===== config.mk =====
export PLATFORM = sky130hd
export DESIGN_NAME = twf_mul_ctrl
export DESIGN_NICKNAME = d
export VERILOG_FILES = /design/src/rtl/twf_mul_ctrl.sv
export SDC_FILE = /design/constraint.sdc
export NUM_CORES = 1
export LEC_CHECK = 0
export ABC_AREA = 1
export CORE_ASPECT_RATIO = 0.7
export CORE_UTILIZATION = 30
export CTS_CLUSTER_DIAMETER = 40
export DETAILED_ROUTE_END_ITERATION = 10
export DONT_BUFFER_PORTS = 1
export GPL_TIMING_DRIVEN = 0
export SYNTH_ARGS = -nofsm -noshare
export SYNTH_HDL_FRONTEND = slang
export SYNTH_SLANG_ARGS = --single-unit
export TNS_END_PERCENT = 5

===== constraint.sdc =====
create_clock -name clk -period 1.8 [get_ports clk]
set_input_delay 0.36 -clock clk [delete_from_list [all_inputs] [get_ports clk]]
set_output_delay 0.36 -clock clk [all_outputs]
set_load 0.005 [all_outputs]

===== src/rtl/twf_mul_ctrl.sv =====
// twf_mul_ctrl: beat sequencer and valid/ready controller for the twiddle multiplier stage.
// Optional synchronous clear port `clr` when TWF_MUL_CTRL_SYNC_CLR_EN is defined.
module twf_mul_ctrl #(
   parameter  int DEPTH      = 16,
   parameter  int ADDR_WIDTH = 9,
   parameter  int N_POINTS   = 512,
   localparam int BEATS      = N_POINTS / DEPTH,
   localparam int CW         = (BEATS > 1) ? $clog2(BEATS) : 1
) (
   input  logic                  clk,
   input  logic                  rst_n,
`ifdef TWF_MUL_CTRL_SYNC_CLR_EN
   input  logic                  clr,
`endif
   input  logic                  din_valid,
   output logic                  din_ready,
   output logic                  mul_en,
   output logic [ADDR_WIDTH-1:0] mul_addr,
   output logic                  dout_valid,
   input  logic                  dout_ready,
   output logic                  dout_last,
   output logic                  frame_done,
   output logic                  busy,
   output logic [CW-1:0]         beat_cnt
);
   typedef enum logic [1:0] {IDLE, RUN, FLUSH} state_t;
   state_t        state_q, state_d;
   logic [CW-1:0] cnt_q, cnt_d;
   logic          dv_q, dv_d, last_q, last_d, fd_q, fd_d;
   logic          acc, hs, cnt_max, clr_w;
`ifdef TWF_MUL_CTRL_SYNC_CLR_EN
   assign clr_w = clr;
`else
   assign clr_w = 1'b0;
`endif
   // The multiplier output register is the only buffer, so accept only when it is free or draining.
   assign din_ready  = (state_q != FLUSH) && (!dv_q || dout_ready);
   assign acc        = din_valid && din_ready && !clr_w;
   assign hs         = dv_q && dout_ready;
   assign cnt_max    = cnt_q == CW'(BEATS - 1);
   assign mul_en     = acc;
   assign mul_addr   = ADDR_WIDTH'(32'(cnt_q) * DEPTH);
   assign dout_valid = dv_q;
   assign dout_last  = last_q;
   assign frame_done = fd_q;
   assign busy       = state_q != IDLE;
   assign beat_cnt   = cnt_q;
   always_comb begin
      state_d = state_q;
      cnt_d   = cnt_q;
      dv_d    = dv_q;
      last_d  = last_q;
      fd_d    = 1'b0;
      if (acc) begin
         cnt_d   = cnt_max ? '0 : cnt_q + 1'b1;
         dv_d    = 1'b1;
         last_d  = cnt_max;
         state_d = cnt_max ? FLUSH : RUN;
      end else if (hs) begin
         dv_d   = 1'b0;
         last_d = 1'b0;
      end
      if (state_q == FLUSH && hs && last_q) begin
         state_d = IDLE;
         fd_d    = 1'b1;
      end
      if (clr_w) begin
         state_d = IDLE;
         cnt_d   = '0;
         dv_d    = 1'b0;
         last_d  = 1'b0;
         fd_d    = 1'b0;
      end
   end
   always_ff @(posedge clk or negedge rst_n) begin
      if (!rst_n) begin
         state_q <= IDLE;
         cnt_q   <= '0;
         dv_q    <= 1'b0;
         last_q  <= 1'b0;
         fd_q    <= 1'b0;
      end else begin
         state_q <= state_d;
         cnt_q   <= cnt_d;
         dv_q    <= dv_d;
         last_q  <= last_d;
         fd_q    <= fd_d;
      end
   end
endmodule


### After elaboration in Yosys (flattened, before gate mapping)

Index checks and enable logic that the tools add are counted.

* flip-flop bits (word level): 10
* output and inout port bits: 20
* word-level logic and storage cells: 27

* add/sub/neg operators: 1
* equal/unequal tests: 3
* muxes and demuxes: 8
* reduce and logical (&&, ||, !) cells: 10

Operators by type and width (count)
* $mux W2: 3
* $reduce_bool A2 Y1: 3
* $add A5 B1 Y5 const B: 1
* $eq A5 B5 Y1 const B: 1
* $logic_and A1 B1 Y1: 5
* $mux W5: 1
* $mux W1: 4
* $eq A2 B2 Y1 const B: 1
* $ne A2 B2 Y1 const B: 1
* $logic_not A1 Y1: 1
* $logic_or A1 B1 Y1: 1

### Longest topological paths before layout

* word-level depth: 6
* depth in mapped cells: 7

### Worst setup path before layout

Ideal clock, no wire load.

* path type: flip-flop to flip-flop
* start point: register cnt_q[0], in the netlist beat_cnt[0]
* end point: register cnt_q[0], in the netlist beat_cnt[0]
* library setup time: 0.077 ns
* arrival: 1.374 ns
* path slack: 0.349 ns
* stages on the path, launching flop included: 7
* path buffers: 0
* cell sequence: dfrtp_1 -> ha_1 -> nand2_1 -> nor2_1 -> ha_1 -> or2_2 -> o21ai_1

* cells in the longest elaborated chain, start to end: 2
* elaborated cells between the ends (all ways): 3
* those cells by class: add/sub: 1; eq/ne: 1; mux: 1

Ends and longest elaborated chain
* start: declaration: line 28 `logic [CW-1:0] cnt_q, cnt_d;`
* start signal: assignment: line 84 `cnt_q <= cnt_d;`
* $add A5 B1 Y5 or $eq A5 B5 Y1 (tied branches): line 55, 40
* $mux W5 *: line 55 `cnt_d = cnt_max ? '0 : cnt_q + 1'b1;`

Every way passes the cells marked *; elsewhere a longest branch is shown, timed or not.
A chain may end at the register's enable or synchronous reset.

### Worst setup path after layout

Same ends and word-level chain as after synthesis.

==> reports/results.ini <==
[outcome]
status=finished, final reports clean

[floorplanning]
die_h_um=39.6
num_io_pins=24
die_w_um=55.7
core_area_um2=1870
rows=13
dieArea_um2=2210
start_util_pct=32.4

[route]
routedWlPerCell_um=9.44
firstDrtPassIters=4
wl_met1_um=421
wl_met2_um=425
routed_wirelength_um=935
drtAntennaViolNets=0
drt-initial-drc-count=8
avgViaCountPerCell=4.11
vias=407
routed.top_layer=met4
wl_met3_um=80
drc=0

[sta]
fin_hold_ws_ps=284
hold_viol=0
rsz0062_at_grt=no
setup_violations=0
fin_skew_ps=1.43
fmax_ghz=0.640
drv_slew=0
finalCritPeriodShare_pct=86.8
fin_crit_ps=1560
fin_setup_tns_ps=0

[synthesis]
netlist_area_um2=606
synth_area_leader_cell=dfrtp_1
syn_area_per_cell_um2=8.78
ys_warn_count=0
ys_seq_area_share_pct=41.3
syn_inst=69
yosys.area.top_type_share_pct=41.3
synth_cell_types=17
synth_area_leaders=dfrtp_1 (41%), nand2_1 (12%), buf_4 (11%)
ys_seq_elements=10

[final_layout]
filler_cell_count=185
fin_area_um2=691
layout-drive-gt1-share_pct=32.5
syn_to_final_growth_pct=14.0
num-nets-final=84
layout.cells.non_filler=99
diodes=0

[global_route]
grt_pass1_vias=408
grt_max_degree=11
grt_pass1_wl_um=1720
grtUsageTotal_pct=10.6
grt-ovfl-total=0
antenna_found_initial=0

[clocking]
postCtsHoldBufs=1
cts_tree=done
cts_resized=0
clock_latency_ps=260
clock_sinks=10
cts_buffers=3
cts_buffer_depth=2
htree_levels=1
post_cts_buffers=0
clk_pin_slew_ps=60
root_buffer=clkbuf_4

[worst_setup_path]
crit_arrival_ps=1760
cp_max_fo=7
reg2reg_slack_ps=240
cp-end-kind=flip-flop
cp-start-kind=flip-flop
cp.required_ps=1990
critical_path_class=flip-flop to flip-flop

[power_and_ir_drop]
peakVddDrop_v=0.000660
pwr_density_cell_nw_per_um2=1080
leakage_nw=0.414

[placed_design]
placed_cells=94
port_buffers=0
post_dp_cell_area_um2=644
gp_congestion=0.658

[flow_run]
max_cap_viol_count=0

[hold_path]
hold_class=input pin to flip-flop

## placed cells by master (no fill, tap or decap), drive strengths merged
master and n:
o21ai 1, dlygate4sd3 1, nand4 1, clkbuf 4
ha 2, or2 2, nor2 3, dfrtp 10
xor2 1, buf 9, nand2 25, conb 4
nand3 6, inv 8
## final timing paths
path | to | depth (start not counted) | start
setup / recovery | beat_cnt[0]$_DFFE_PN0P_ | 6 | beat_cnt[0]$_DFFE_PN0P_
hold / removal | dout_valid$_DFFE_PN0P_ | 3 | dout_ready
setup reg to reg | beat_cnt[0]$_DFFE_PN0P_ | 6 | beat_cnt[0]$_DFFE_PN0P_
hold reg to reg | frame_done$_DFF_PN0_ | 2 | dout_last$_DFFE_PN0P_
max in group asynchronous | dout_last$_DFFE_PN0P_ | 1 | rst_n
min in group asynchronous | beat_cnt[0]$_DFFE_PN0P_ | 1 | rst_n
## cell families (layout without fill, tap and decap cells)
| kind of cell | count (synthesis) | after routing | synth area share (%) |
|---|---|---|---|
| xor+xnor | 1 | 1 | 1.45 |
| flops | 10 | 10 | 41.3 |
| buf+inv | 17 | 22 | 16.1 |
| compound gates | 1 | 1 | 0.826 |
| simple gates | 37 | 37 | 35.5 |
| fa+ha+maj | 2 | 2 | 4.13 |
| other cells | 1 | 4 | 0.619 |
## final cells by class
type	instances	area, um^2	area share (%)
Multi-Input combinational cell	45	269	38.9
Timing Repair Buffer	1	10.0	1.45
Tap cell	22	27.5	3.99
Sequential cell	10	250	36.2
Clock buffer	4	36.3	5.25
Buffer	9	67.6	9.78
Inverter	8	30.0	4.35
## sequential cells by signal, summed over array words and instances, names as in the netlist
signal      flops
dout_valid      1
beat_cnt        5
frame_done      1
state_q         2
dout_last       1
## Yosys cell counts (all sizes together)
cell / count
conb: 1
nand4: 1
inv: 8
xor2: 1
o21ai: 1
nand2: 25
buf: 9
ha: 2
dfrtp: 10
nor2: 3
nand3: 6
or2: 2
## worst max-delay path, stage by stage, from the launching register on
cell     delay (ps)
dfrtp_1         460
ha_1            260
nand2_1          70
nor2_1           50
ha_1            220
or2_2           300
o21ai_1         130
## per-layer routing
| layer | vias up | track usage, % |
|---|---|---|
| met1 | 178 | 11.3 |
| met2 | 15 | 18.4 |
| li1 | 212 | - |
| met4 | 0 | 5.63 |
| met3 | 2 | 4.62 |
| met5 | - | 0 |
## report_power, final
part	total, mW	switching (mW)	internal [mW]
Clock	0.198	0.0753	0.123
Sequential	0.343	0.0758	0.268
Combinational	0.202	0.0925	0.110
Total	0.744	0.244	0.500
## stage by stage
stage	total power, mW	utilization [%]	worst slack, ps
after floorplan	0.511	-	349
after global placement	0.545	34.4	272
after detailed placement	0.547	34.4	258
after CTS	0.755	36.9	244
after global routing	0.812	36.9	93.9
final	0.744	36.9	238
Note: power is estimated with default switching activity, not from simulation.
